==> src/rtl/fifo_write_logic_pkg.sv <==
`default_nettype none
// ============================================================================
// Module      : fifo_write_logic_pkg
// Description : Definitions shared by the async FIFO write/read control:
//               FSM state type and encodings.
// Revision    : 1.0 - initial release
// ============================================================================
package fifo_write_logic_pkg;

    typedef logic [1:0] wstate_t;

    localparam wstate_t C_ST_IDLE  = 2'b00;  // nothing buffered
    localparam wstate_t C_ST_WRITE = 2'b01;  // partly filled, accepting writes
    localparam wstate_t C_ST_FULL  = 2'b10;  // no free slot; 2'b11 is illegal

endpackage : fifo_write_logic_pkg
`default_nettype wire

==> src/rtl/fifo_write_logic_ptr_sync.sv <==
`default_nettype none
// ============================================================================
// Module      : fifo_write_logic_ptr_sync
// Description : Multi-flop synchroniser for a Gray-coded pointer crossing
//               into the local clock domain. Also used by the read side.
// Revision    : 1.0 - initial release
// ============================================================================
module fifo_write_logic_ptr_sync #(
    parameter int WIDTH  = 3,
    parameter int STAGES = 2
) (
    input  logic             clk,
    input  logic             rst,
    input  logic [WIDTH-1:0] d,
    output logic [WIDTH-1:0] q
);

    logic [STAGES-1:0][WIDTH-1:0] r_chain;

    // Shift the asynchronous pointer through STAGES flops; stage 0 is the
    // metastability catcher, the last stage is the usable output.
    always_ff @(posedge clk) begin
        if (rst) begin
            r_chain <= '0;
        end else begin
            r_chain <= {r_chain[STAGES-2:0], d};
        end
    end

    assign q = r_chain[STAGES-1];

endmodule : fifo_write_logic_ptr_sync
`default_nettype wire

==> src/rtl/fifo_write_logic.sv <==
`default_nettype none
// ============================================================================
// Module      : fifo_write_logic
// Description : Write-domain control of the async FIFO. Accepts producer
//               writes, drives memory write enable/address, publishes a Gray
//               write pointer and derives full / almost-full / fill level /
//               overflow from the synchronised read pointer.
// Revision    : 1.0 - initial release
// ============================================================================
module fifo_write_logic
    import fifo_write_logic_pkg::*;
#(
    parameter int ADDR_SZ      = 2,
    parameter int SYNC_STAGES  = 2,
    parameter int AFULL_THRESH = 3
) (
    input  logic               clk,
    input  logic               rst,
    input  logic               winc,
    input  logic [ADDR_SZ:0]   rptr_gray,
    output logic               wen,
    output logic [ADDR_SZ-1:0] waddr,
    output logic [ADDR_SZ:0]   wptr_gray,
    output logic               wfull,
    output logic               walmost_full,
    output logic [ADDR_SZ:0]   wcount,
    output logic               woverflow,
    output logic [1:0]         wstate
);

    localparam int              c_PW    = ADDR_SZ + 1;
    localparam logic [c_PW-1:0] c_AFULL = c_PW'(AFULL_THRESH);

    logic [c_PW-1:0] r_wbin;
    logic [c_PW-1:0] r_wgray;
    logic            r_wfull;
    logic            r_walmost_full;
    logic [c_PW-1:0] r_wcount;
    logic            r_woverflow;
    wstate_t         r_state;

    logic            w_accept;
    logic [c_PW-1:0] w_wbin_next;
    logic [c_PW-1:0] w_wgray_next;
    logic [c_PW-1:0] w_rq_gray;
    logic [c_PW-1:0] w_rq_bin;
    logic [c_PW-1:0] w_full_cmp;
    logic            w_wfull_next;
    logic [c_PW-1:0] w_fill_next;
    logic            w_afull_next;
    wstate_t         w_state_next;

    fifo_write_logic_ptr_sync #(
        .WIDTH  (c_PW),
        .STAGES (SYNC_STAGES)
    ) u_rptr_sync (
        .clk (clk),
        .rst (rst),
        .d   (rptr_gray),
        .q   (w_rq_gray)
    );

    // A write is taken only when not full; reset also masks the enable.
    assign w_accept     = winc & ~r_wfull;
    assign wen          = w_accept & ~rst;
    assign w_wbin_next  = r_wbin + {{ADDR_SZ{1'b0}}, w_accept};
    assign w_wgray_next = (w_wbin_next >> 1) ^ w_wbin_next;

    // Gray to binary: each binary bit is the XOR of all Gray bits at or above it.
    always_comb begin
        w_rq_bin = '0;
        for (int i = 0; i < c_PW; i++) begin
            w_rq_bin[i] = ^(w_rq_gray >> i);
        end
    end

    // Full when the write pointer is exactly one lap ahead of the read pointer:
    // in Gray form that is the top two bits inverted, the rest equal.
    if (ADDR_SZ == 1) begin : g_full_a1
        assign w_full_cmp = ~w_rq_gray;
    end else begin : g_full_an
        assign w_full_cmp = {~w_rq_gray[ADDR_SZ:ADDR_SZ-1], w_rq_gray[ADDR_SZ-2:0]};
    end

    assign w_wfull_next = (w_wgray_next == w_full_cmp);
    assign w_fill_next  = w_wbin_next - w_rq_bin;
    assign w_afull_next = (w_fill_next >= c_AFULL);

    // Pointer, flag and count registers, all updated from the same next values.
    always_ff @(posedge clk) begin
        if (rst) begin
            r_wbin         <= '0;
            r_wgray        <= '0;
            r_wfull        <= 1'b0;
            r_walmost_full <= 1'b0;
            r_wcount       <= '0;
            r_woverflow    <= 1'b0;
        end else begin
            r_wbin         <= w_wbin_next;
            r_wgray        <= w_wgray_next;
            r_wfull        <= w_wfull_next;
            r_walmost_full <= w_afull_next;
            r_wcount       <= w_fill_next;
            r_woverflow    <= r_woverflow | (winc & r_wfull);
        end
    end

    // FSM state register.
    always_ff @(posedge clk) begin
        if (rst) begin
            r_state <= C_ST_IDLE;
        end else begin
            r_state <= w_state_next;
        end
    end

    // FSM next state, driven by the same next fill/full values as the flags.
    always_comb begin
        w_state_next = r_state;
        case (r_state)
            C_ST_IDLE: begin
                if (w_wfull_next) begin
                    w_state_next = C_ST_FULL;
                end else if (w_fill_next != '0) begin
                    w_state_next = C_ST_WRITE;
                end
            end
            C_ST_WRITE: begin
                if (w_wfull_next) begin
                    w_state_next = C_ST_FULL;
                end else if (w_fill_next == '0) begin
                    w_state_next = C_ST_IDLE;
                end
            end
            C_ST_FULL: begin
                if (!w_wfull_next) begin
                    w_state_next = C_ST_WRITE;
                end
            end
            default: begin
                w_state_next = C_ST_IDLE;
            end
        endcase
    end

    // FSM and register outputs.
    always_comb begin
        wstate       = r_state;
        waddr        = r_wbin[ADDR_SZ-1:0];
        wptr_gray    = r_wgray;
        wfull        = r_wfull;
        walmost_full = r_walmost_full;
        wcount       = r_wcount;
        woverflow    = r_woverflow;
    end

endmodule : fifo_write_logic
`default_nettype wire

==> config.mk <==
export PLATFORM = sky130hd
export DESIGN_NAME = fifo_write_logic
export DESIGN_NICKNAME = d
export VERILOG_FILES = /design/src/rtl/fifo_write_logic_pkg.sv /design/src/rtl/fifo_write_logic_ptr_sync.sv /design/src/rtl/fifo_write_logic.sv
export SDC_FILE = /design/constraint.sdc
export NUM_CORES = 1
export LEC_CHECK = 0
export CORE_UTILIZATION = 49
export CTS_CLUSTER_SIZE = 10
export DETAILED_ROUTE_END_ITERATION = 8
export PLACE_DENSITY = 0.86
export SYNTH_ARGS = -nofsm -noshare
export SYNTH_HDL_FRONTEND = slang
export SYNTH_SLANG_ARGS = --single-unit
==> constraint.sdc <==
create_clock -name clk -period 5.2 [get_ports clk]
set_input_delay 0.52 -clock clk [delete_from_list [all_inputs] [get_ports clk]]
set_output_delay 0.52 -clock clk [all_outputs]
set_load 0.01 [all_outputs]
# Word-level counts from Yosys, hierarchy flattened
# Index checks and enable logic that the tools add are counted.
[word_totals] register_bits=20 inputBits=6
[op_classes] add_sub_neg=2 magnitude_cmp=1 n_eq_ne=6 n_mux=6 bitwise_logic=8 n_reduce_logical=7
[op_table] op="$mux 2" n=5
[op_table] op="$reduce_xor 3->1" n=3
[op_table] op="$ne 3x3->1 const B" n=2
[op_table] op="$pmux 2 s3" n=1
[op_table] op="$add 3x1->3" n=1
[op_table] op="$and 1x1->1" n=3
[op_table] op="$eq 3x3->1" n=1
[op_table] op="$ge 3x2->1 const B" n=1
[op_table] op="$logic_not 3->1" n=1
[op_table] op="$reduce_and 3->1" n=1
[op_table] op="$reduce_bool 3->1" n=1
[op_table] op="$sub 3x3->3" n=1
[op_table] op="$xor 2x3->3" n=1
[op_table] op="$eq 2x1->1 const B" n=1
[op_table] op="$eq 2x2->1 const B" n=1
[op_table] op="$logic_not 2->1" n=1
[op_table] op="$ne 2x2->1 const B" n=1
[op_table] op="$not 1->1" n=2
[op_table] op="$not 2->2" n=1
[op_table] op="$or 1x1->1" n=1

# Longest topological paths before layout
# Gate-level depths: netlist of run 1.
[depth] depth_word=8 ltp_mapped=8

# Hierarchy
# Synthesis of run 1 repeated with hierarchy kept, for this count alone.
[unflattened] cells_unflattened=70 hier_area_um2=726.9
[modules_own_cells] mod="fifo_write_logic" instances=1 cells_each=55 area_per_inst_um2=546.8
[modules_own_cells] mod="fifo_write_logic_ptr_sync" instances=1 cells_each=15 area_per_inst_um2=180.2

# Least setup slack after synthesis of run 1
# Ideal clock, no wire load.
[synth_path] path_type="input-to-reg" start="input winc" end="register r_state[0], in the netlist wstate[0]" setup_ns=0.116 arrival_time_ns=2.249 required_ns=5.084 setup_slack_ns=2.835 stages=8 n_path_buf=0 path_cell_list="nor2b_1 > ha_1 > ha_1 > inv_1 > fa_1 > nor4bb_1 > nand2_1 > o211a_1"
[synth_via] elab_chain_len=6 elab_cells_between_ends=14 classes_between="add/sub (2); eq/ne (4); mux (3); bitwise (2); reduce/logical (3)"
[synth_lines] item="start: declaration" line_no="fifo_write_logic.sv:19" source="input logic winc,"
[synth_lines] item="$and 1x1->1 *" line_no="fifo_write_logic.sv:64" source="assign w_accept = winc & ~r_wfull;"
[synth_lines] item="$add 3x1->3 *" line_no="fifo_write_logic.sv:66" source="assign w_wbin_next = r_wbin + {{ADDR_SZ{1'b0}}, w_accept};"
[synth_lines] item="named net w_wbin_next[1]" line_no="fifo_write_logic.sv:43" source="logic [c_PW-1:0] w_wbin_next;"
[synth_lines] item="$sub 3x3->3 / $xor 2x3->3 (equally long branches)" line_no="fifo_write_logic.sv:86, fifo_write_logic.sv:67"
[synth_lines] item="$logic_not 3->1 (tied with other cells)" line_no="fifo_write_logic.sv:131" source="end else if (w_fill_next == '0) begin"
[synth_lines] item="$ne 3x3->1 (no source line) (tied with other cells)"
[synth_lines] item="$reduce_and 3->1 (no source line) / $pmux 2 s3 (equally long branches)"
[synth_lines] item="end signal: assignment" line_no="fifo_write_logic.sv:113" source="r_state <= w_state_next;"
[synth_lines] item="end: declaration" line_no="fifo_write_logic.sv:40" source="wstate_t r_state;"
# Mark *: on every way through the listed nets, which the timed path passes. The rest lies on a longest branch.
# A chain may end at the register's enable or synchronous reset.

# Worst setup path in the final report of run 1
# Ends and elaborated chain as after synthesis.

==> results of run 1 <==
[Yosys cell counts]
cell type and number:
clkbuf_1 1, dfxtp_1 19, inv_1 2, nand2_1 3, a21oi_2 1, nor2b_1 8
xnor3_1 2, nor4bb_1 1, a21oi_1 4, ha_1 4, and4b_1 1, xnor2_1 2
buf_1 1, xnor3_2 1, fa_1 1, xor2_1 3, nor3b_1 1, nor2_1 8
or2_2 2, o211a_1 1, nor3_1 1
[placed cells by master (no fill, tap or decap)]
cell type,count
clkdlybuf4s50_1,19
dfxtp_1,19
nor2b_1,8
nor2_1,8
a21oi_1,4
ha_1,4
xor2_1,3
nand2_1,3
clkbuf_4,3
inv_1,2
xnor3_1,2
or2_2,2
xnor2_1,2
xnor3_2,1
nor3_1,1
a21oi_2,1
nor3b_1,1
and4b_1,1
nor4bb_1,1
o211a_1,1
fa_1,1
clkbuf_1,1
[flip-flops by register name, indices dropped and copies added (netlist names)]
signal               flops
r_wbin                   3
wstate                   2
walmost_full             1
u_rptr_sync.r_chain      3
woverflow                1
wcount                   3
u_rptr_sync.q            3
wfull                    1
wptr_gray                2
[per-stage QoR]
stage	cell area (um^2)	util	power, mW	cells
after floorplan	753	-	0.231	67
after global placement	955	0.699	0.268	99
after detailed placement	955	0.699	0.271	99
after CTS	981	0.718	0.342	103
after global routing	981	0.718	0.360	103
final	981	0.718	0.338	103
[report_power, final]
part	switching (mW)	leakage, nW	internal, mW
clock	0.0417	0.0150	0.0298
combinational	0.0427	0.247	0.0572
sequential	0.00558	0.157	0.161
total	0.0900	0.418	0.248
[cell families (layout without fill, tap and decap cells)]
group,after synthesis,in the layout,share of synthesized area
simple gates,25,25,0.181
flops,19,19,0.505
xor+xnor,8,8,0.150
compound gates,6,6,0.0515
fa+ha+maj,5,5,0.0930
buf+inv,4,25,0.0199
[routing by layer]
metal	GRT usage	vias up	wire length [um]
li1	-	258	-
met1	0.184	232	481
met2	0.281	17	576
met3	0.0489	2	62
met4	0.121	0	12
met5	0	-	0
[area by class of cell]
cell class	instances	area, um^2	area share
flip-flops and latches	19	380	0.388
multi-input cells	44	358	0.365
well taps	15	18.8	0.0191
inverters	2	7.51	0.00765
clock buffers	4	26.3	0.0268
repair buffers	19	190	0.194
[critical path: stages]
cell	delay [ps]
clkdlybuf4s50_1	420
nor2b_1	150
ha_1	200
ha_1	340
inv_1	90
fa_1	600
nor4bb_1	300
nand2_1	90
o211a_1	130
[how the worst min path moves through the flow]
| stage | slack (ps) | end | from |
|---|---|---|---|
| 2_1_floorplan | 410 | u_rptr_sync.q[0] | u_rptr_sync.r_chain[0] |
| 3_3_place_gp | 420 | u_rptr_sync.q[2] | u_rptr_sync.r_chain[2] |
| 3_5_place_dp | 420 | u_rptr_sync.q[1] | u_rptr_sync.r_chain[1] |
| 4_1_cts | 450 | u_rptr_sync.q[1] | u_rptr_sync.r_chain[1] |
| 5_1_grt | 460 | u_rptr_sync.q[0] | u_rptr_sync.r_chain[0] |
| 6_report | 440 | u_rptr_sync.q[0] | u_rptr_sync.r_chain[0] |
==> impl_metrics.tcl, run 1 <==
set metrics [dict create \
    dp_hpwl_um 856 \
    dieHeight_um 41.2 \
    path_class "primary input to register" \
    synth.net_count 78 \
    crit_path_end "wstate[0]" \
    area_growth_pct 30.2 \
    place_worst_setup_slack_ps 2220 \
    die_area_um2 1700 \
    synth.distinct_cells 21 \
    core_area_um2 1370 \
    worstReg2RegEnd "wstate[0]" \
    cts_resized 0 \
    skew_ps 1.94 \
    setup_viol 0 \
    synth.avg_cell_area_um2 11.2 \
    cts_tree "done" \
    leakage_nw 0.418 \
    io_buffer_count 19 \
    crit_fanout 4 \
    synth_seq_cells 19 \
    cts_hold_buffers 0 \
    grt_overflow_total 0 \
    synth.top_cell.area_share 0.505 \
    status "finished clean" \
    ys_seq_area_frac 0.505 \
    rsz0062_at_grt "no" \
    wl_um 1130 \
    first_iter_violations 10 \
    cp.arrival_ps 2840 \
    gp_congestion 0.742 \
    nNetsFinal 100 \
    cts_buffers 3 \
    htreeDepth 1 \
    n_antenna_cell 0 \
    wire_per_inst_um 11.0 \
    cts.sinks 19 \
    vias_per_cell 4.94 \
    grtUsageTotal 0.170 \
    path_clk_slew_ps 100 \
    hold_depth 1 \
    drv_cap 0 \
    drive_gt1_frac 0.0795 \
    ant_nets 0 \
    yosys_warnings 0 \
    num_vias 509 \
    rrSetupSlack_ps 2920 \
    peakVddDrop_uv 201 \
    rows 13 \
    clockBufferDepth 2 \
    syn_inst 67 \
    netlist_top_cells_area "dfxtp_1 (50%), ha_1 (6.6%), nor2b_1 (6.6%)" \
    syn-cell-area_um2 753 \
    antenna_found_initial 0 \
    start_util 0.551 \
    hold_viol_final 0 \
    drc_errors 0 \
    grt_max_degree 20 \
    r2r_start "wfull" \
    worstSetupEndpointType "register" \
    rr_worst_depth 8 \
    fmax_mhz 377 \
    postCtsSetupBuffers 0 \
    grt_pass1_vias 423 \
    slew_violations 0 \
    worst_pin_slew_ps 670 \
    crit_start "winc" \
    dieWidth_um 41.2 \
    finalSetupTns_ps 0 \
    finalCritPeriodShare 0.510 \
    p_per_area_nw_per_um2 344 \
    hold_slack_ps 444 \
    grt_pass1_wl_um 1750 \
    hold_path_class "register to register" \
    startpoint_type "primary input" \
    min_period_ps 2650 \
    fillers 117 \
    io_pins 20 \
    slew_headroom 0.552 \
    clock_latency_ps 290 \
    dr.pass1.iters 3 \
    setup_slack_ps 2550 \
    synth_top_cell_by_area "dfxtp_1" \
    cp.required_ps 5390 \
    ctsRootBufferMaster "clkbuf_4" \
]
Note: power is estimated with default switching activity, not from simulation.
==> inputs of run 2 (changes only) <==
--- a/config.mk
+++ b/config.mk
@@ -5,10 +5,10 @@
 export SDC_FILE = /design/constraint.sdc
 export NUM_CORES = 1
 export LEC_CHECK = 0
-export CORE_UTILIZATION = 49
+export CORE_UTILIZATION = 45
 export CTS_CLUSTER_SIZE = 10
 export DETAILED_ROUTE_END_ITERATION = 8
-export PLACE_DENSITY = 0.86
+export PLACE_DENSITY = 0.8
 export SYNTH_ARGS = -nofsm -noshare
 export SYNTH_HDL_FRONTEND = slang
 export SYNTH_SLANG_ARGS = --single-unit
==> constraint.sdc (replaced) <==
create_clock -name clk -period 2.46 [get_ports clk]
set_input_delay 0.246 -clock clk [delete_from_list [all_inputs] [get_ports clk]]
set_output_delay 0.246 -clock clk [all_outputs]
set_load 0.01 [all_outputs]
==> run 2 against run 1 <==
Effect of this change: worst setup slack worse by 2400 ps; flip-flop and latch count unchanged; combinational power up 130%; wire length fell by 1.8%; critical path depth unchanged; critical path type unchanged.
==> impl_metrics.tcl, run 2 (synthesis results as in run 1) <==
set metrics [dict create \
    status "finished clean" \
    ctsRootBufferMaster "clkbuf_4" \
    core_area_um2 1540 \
    io_pins 20 \
    path_delay_family "adder cells" \
    cts_tree "done" \
    rsz0062_at_grt "no" \
    wl_um 1110 \
    clock_latency_ps 280 \
    first_iter_violations 4 \
    leakage_nw 0.443 \
    top_layer "met4" \
    cts_hold_buffers 0 \
    grtUsageTotal 0.149 \
    setup_viol 0 \
    final_cell_mix "clkdlybuf4s50_1 (19), dfxtp_1 (19), nor2b_1 (8), nor2_1 (8), buf_4 (5)" \
    io_buffer_count 19 \
    area_growth_pct 35.4 \
    place_inst 105 \
    drive_gt1_frac 0.129 \
    dieHeight_um 42.9 \
    n_antenna_cell 0 \
    path_clk_slew_ps 100 \
    crit_chain "clkdlybuf4s50_1 -> nor2b_1 -> ha_1 -> ha_1 -> inv_1 -> fa_1 -> nor4bb_1 -> nand2_1 -> o211a_1" \
    place_worst_setup_slack_ps -108 \
    crit_fanout 4 \
    peakVddDrop_uv 537 \
    dieWidth_um 42.9 \
    ant_nets 0 \
    grt_pass1_vias 481 \
    fillers 137 \
    num_vias 540 \
    hold_slack_ps 447 \
    slew_violations 0 \
    cpPeakStageDelay_ps 610 \
    setup_slack_ps 169 \
    dp_hpwl_um 835 \
    worst_pin_slew_ps 273 \
    wire_per_inst_um 10.2 \
    startpoint_type "primary input" \
    cts_resized 0 \
    cts_buffers 3 \
    postCtsSetupBuffers 0 \
    path_class "primary input to register" \
    slew_headroom 0.817 \
    met2_length_um 519 \
    rows 14 \
    power_mw 0.728 \
    min_period_ps 2290 \
    worstSetupEndpointType "register" \
    skew_ps 3.85 \
    nNetsFinal 105 \
    dr_wl_met3_um 58 \
    finalNonFillerCells 109 \
    met1_length_um 514 \
    vias_per_cell 4.95 \
    hold_viol_final 0 \
    cp.required_ps 2650 \
    cts.sinks 19 \
    finalCritPeriodShare 0.931 \
    gp_congestion 0.816 \
    dr.pass1.iters 3 \
    cp.arrival_ps 2480 \
    drc_errors 0 \
    start_util 0.489 \
    grt_overflow_total 0 \
    die_area_um2 1840 \
    crit_slowest_cell "fa_1" \
    grt_max_degree 19 \
    grt_pass1_wl_um 1970 \
    clockBufferDepth 2 \
    htreeDepth 1 \
    p_per_area_nw_per_um2 714 \
    fmax_mhz 436 \
    cpMostUsedCell "ha_1" \
    drv_cap 0 \
    hold_path_class "register to register" \
    antenna_found_initial 0 \
    path_buf_inv 2 \
]
## run 2: worst paths after layout
path	startpoint	end	slack, ps	cells past startpoint
setup / recovery	winc	wstate[0]	170	9
hold / removal	u_rptr_sync.r_chain[2]	u_rptr_sync.q[2]	450	1
setup reg to reg	wfull	wstate[0]	270	8
hold reg to reg	u_rptr_sync.r_chain[2]	u_rptr_sync.q[2]	450	1
## run 2: cell type report
| cell class | count | area [um^2] | area share |
|---|---|---|---|
| Inverter | 2 | 7.51 | 0.00736 |
| Timing Repair Buffer | 24 | 228 | 0.223 |
| Multi-Input combinational cell | 44 | 358 | 0.351 |
| Clock buffer | 4 | 26.3 | 0.0258 |
| Tap cell | 16 | 20.0 | 0.0196 |
| Sequential cell | 19 | 380 | 0.373 |
## run 2: metal layers
layer,GRT usage,vias up
met5,0,-
met4,0.113,0
met3,0.0255,2
met2,0.221,16
met1,0.192,249
li1,-,273
## run 2: report_power, final
group          switching, mW  internal (mW)  leakage (nW)
Sequential            0.0122          0.340         0.157
Combinational         0.0931          0.136         0.271
Clock                 0.0838         0.0629        0.0150
Total                  0.189          0.539         0.443
## run 2: stage by stage
stage / setup TNS, ps / utilization / instance area [um^2]
floorplan: 0 / - / 753
global placement: -88.7 / 0.644 / 993
detailed placement: -108 / 0.644 / 993
CTS: 0 / 0.662 / 1020
global route: 0 / 0.662 / 1020
finish: 0 / 0.662 / 1020
==> inputs of run 3 (changes only) <==
--- a/config.mk
+++ b/config.mk
@@ -5,10 +5,12 @@
 export SDC_FILE = /design/constraint.sdc
 export NUM_CORES = 1
 export LEC_CHECK = 0
-export CORE_UTILIZATION = 45
+export ABC_AREA = 1
+export CORE_UTILIZATION = 46
 export CTS_CLUSTER_SIZE = 10
 export DETAILED_ROUTE_END_ITERATION = 8
-export PLACE_DENSITY = 0.8
+export PLACE_DENSITY = 0.81
+export SLEW_MARGIN = 10
 export SYNTH_ARGS = -nofsm -noshare
 export SYNTH_HDL_FRONTEND = slang
 export SYNTH_SLANG_ARGS = --single-unit
==> run 3 against run 2 <==
Effect of this change: combinational power shrank 23%; highest routed layer unchanged; area after synthesis up 5.0%; critical endpoint unchanged; global-route usage up 2.6 points; critical path type unchanged; the run now ends with design-rule violations left; clock power grew 7%; via count rose by 19%; register-to-register slack improved by 80 ps; die area grew 2.6%; wire length grew 22%.
==> impl_metrics.tcl, run 3 <==
set metrics [dict create \
    dr.pass1.iters 6 \
    synth.top_cell.area_share 0.481 \
    slew_violations 0 \
    core_area_um2 1560 \
    status "finished, violations left" \
    drc_errors 2 \
    antenna_found_initial 0 \
    setup_viol 0 \
    dp_hpwl_um 1040 \
    n_antenna_cell 0 \
    rows 14 \
    cts_tree "done" \
    fmax_mhz 468 \
    synth.distinct_cells 15 \
    fillers 145 \
    synth.avg_cell_area_um2 7.83 \
    synth.net_count 112 \
    clock_latency_ps 290 \
    drv_cap 0 \
    ctsRootBufferMaster "clkbuf_4" \
    first_iter_violations 8 \
    slew_headroom 0.817 \
    area_growth_pct 29.7 \
    place_worst_setup_slack_ps -2.20 \
    ant_nets 0 \
    cts.sinks 19 \
    grt_pass1_wl_um 2500 \
    path_class "primary input to register" \
    cts_hold_buffers 0 \
    wl_um 1360 \
    final_common_cell "inv_1" \
    grtUsageTotal 0.176 \
    grt_max_degree 19 \
    startpoint_type "primary input" \
    cp.arrival_ps 2340 \
    htreeDepth 1 \
    yosys_warnings 0 \
    worst_pin_slew_ps 274 \
    synth_edf_count 0 \
    regArea_um2 380 \
    multiInputGateArea_um2 322 \
    yosys.cell_count.top_type "inv_1" \
    netlist_top_cells_area "dfxtp_1 (48%), inv_1 (9.5%), nor2_1 (9.0%)" \
    cp.required_ps 2660 \
    peakVddDrop_uv 378 \
    leakage_nw 0.496 \
    setup_slack_ps 324 \
    io_buffer_count 19 \
    grt_overflow_total 0 \
    p_per_area_nw_per_um2 664 \
    rsz0062_at_grt "no" \
    synth_seq_cells 19 \
    crit_fanout 3 \
    synthArstFlopShare 0 \
    finalCritPeriodShare 0.868 \
    syn-cell-area_um2 791 \
    min_period_ps 2140 \
    gp_congestion 0.804 \
    hold_path_class "register to register" \
    synth_flop_cell "dfxtp_1" \
    postCtsSetupBuffers 0 \
    die_area_um2 1890 \
    clockBufferDepth 2 \
    finalSetupTns_ps 0 \
    ys_seq_area_frac 0.481 \
    violations "design-rule violations" \
    start_util 0.507 \
    io_pins 20 \
    num_vias 643 \
    hold_viol_final 0 \
    vias_per_cell 4.63 \
    dieWidth_um 43.5 \
    cts_resized 0 \
    dieHeight_um 43.5 \
    worstSetupEndpointType "register" \
    cts_buffers 3 \
    grt_pass1_vias 610 \
    drive_gt1_frac 0.0976 \
    wire_per_inst_um 9.77 \
    skew_ps 2.98 \
    nNetsFinal 135 \
    ys_top_cells_by_count "inv_1 (20), dfxtp_1 (19), nor2_1 (19)" \
    syn_inst 101 \
    final_cell_mix "inv_1 (20), nor2_1 (19), clkdlybuf4s50_1 (19), dfxtp_1 (19), nand2_1 (15)" \
    path_clk_slew_ps 110 \
    synth_top_cell_by_area "dfxtp_1" \
]
[run 3: cell type report]
type	instances	area share
sequential	19	0.371
inverter	21	0.0768
timing repair buffer	20	0.193
multi-input combinational	59	0.313
clock buffer	3	0.0220
tap	16	0.0195
clock inverter	1	0.00488
[run 3: layer usage]
layer	wire (um)	global-route usage	up-vias
li1	-	-	344
met1	617	0.234	278
met2	676	0.285	17
met3	48	0.0250	4
met4	15	0.0750	0
met5	0	0	-
[run 3: worst max-delay path, cell delays in order]
cell             delay [ps]
clkdlybuf4s50_1         430
inv_1                    80
nor2_1                   40
ha_1                    210
ha_1                    300
inv_1                    80
fa_1                    560
inv_1                    60
nor3_1                  140
nand3_1                 110
nand2_1                  70
nor2_1                   30
[run 3: power breakdown]
group / switching, mW / total (mW) / internal (mW) / leakage [nW]
sequential: 0.0115 / 0.348 / 0.336 / 0.157
combinational: 0.0894 / 0.176 / 0.0868 / 0.322
clock: 0.0965 / 0.157 / 0.0605 / 0.0177
[run 3: path summary, 6_finish.rpt]
check	startpoint	to	slack (ps)	cells past startpoint
min reg2reg	u_rptr_sync.r_chain[0]	u_rptr_sync.q[0]	410	2
max reg2reg	u_rptr_sync.q[2]	wstate[0]	350	10
max	winc	wstate[0]	320	12
min	u_rptr_sync.r_chain[0]	u_rptr_sync.q[0]	410	2
[run 3: cells by family (layout without fill, tap and decap cells)]
family / after synthesis / after routing / share of synthesized area
compound gates: 4 / 4 / 0.0269
buf+inv: 23 / 45 / 0.112
fa+ha+maj: 5 / 5 / 0.0886
simple gates: 48 / 48 / 0.269
xor+xnor: 2 / 2 / 0.0222
flops: 19 / 19 / 0.481
[run 3: through the flow]
stage	area [um^2]	hold slack (ps)	power, mW	std cells	utilization
3_5_place_dp	998	394	0.532	135	0.640
2_1_floorplan	791	353	0.456	101	-
5_1_grt	1030	433	0.722	139	0.658
6_report	1030	409	0.681	139	0.658
4_1_cts	1030	411	0.687	139	0.658
3_3_place_gp	998	390	0.526	135	0.640
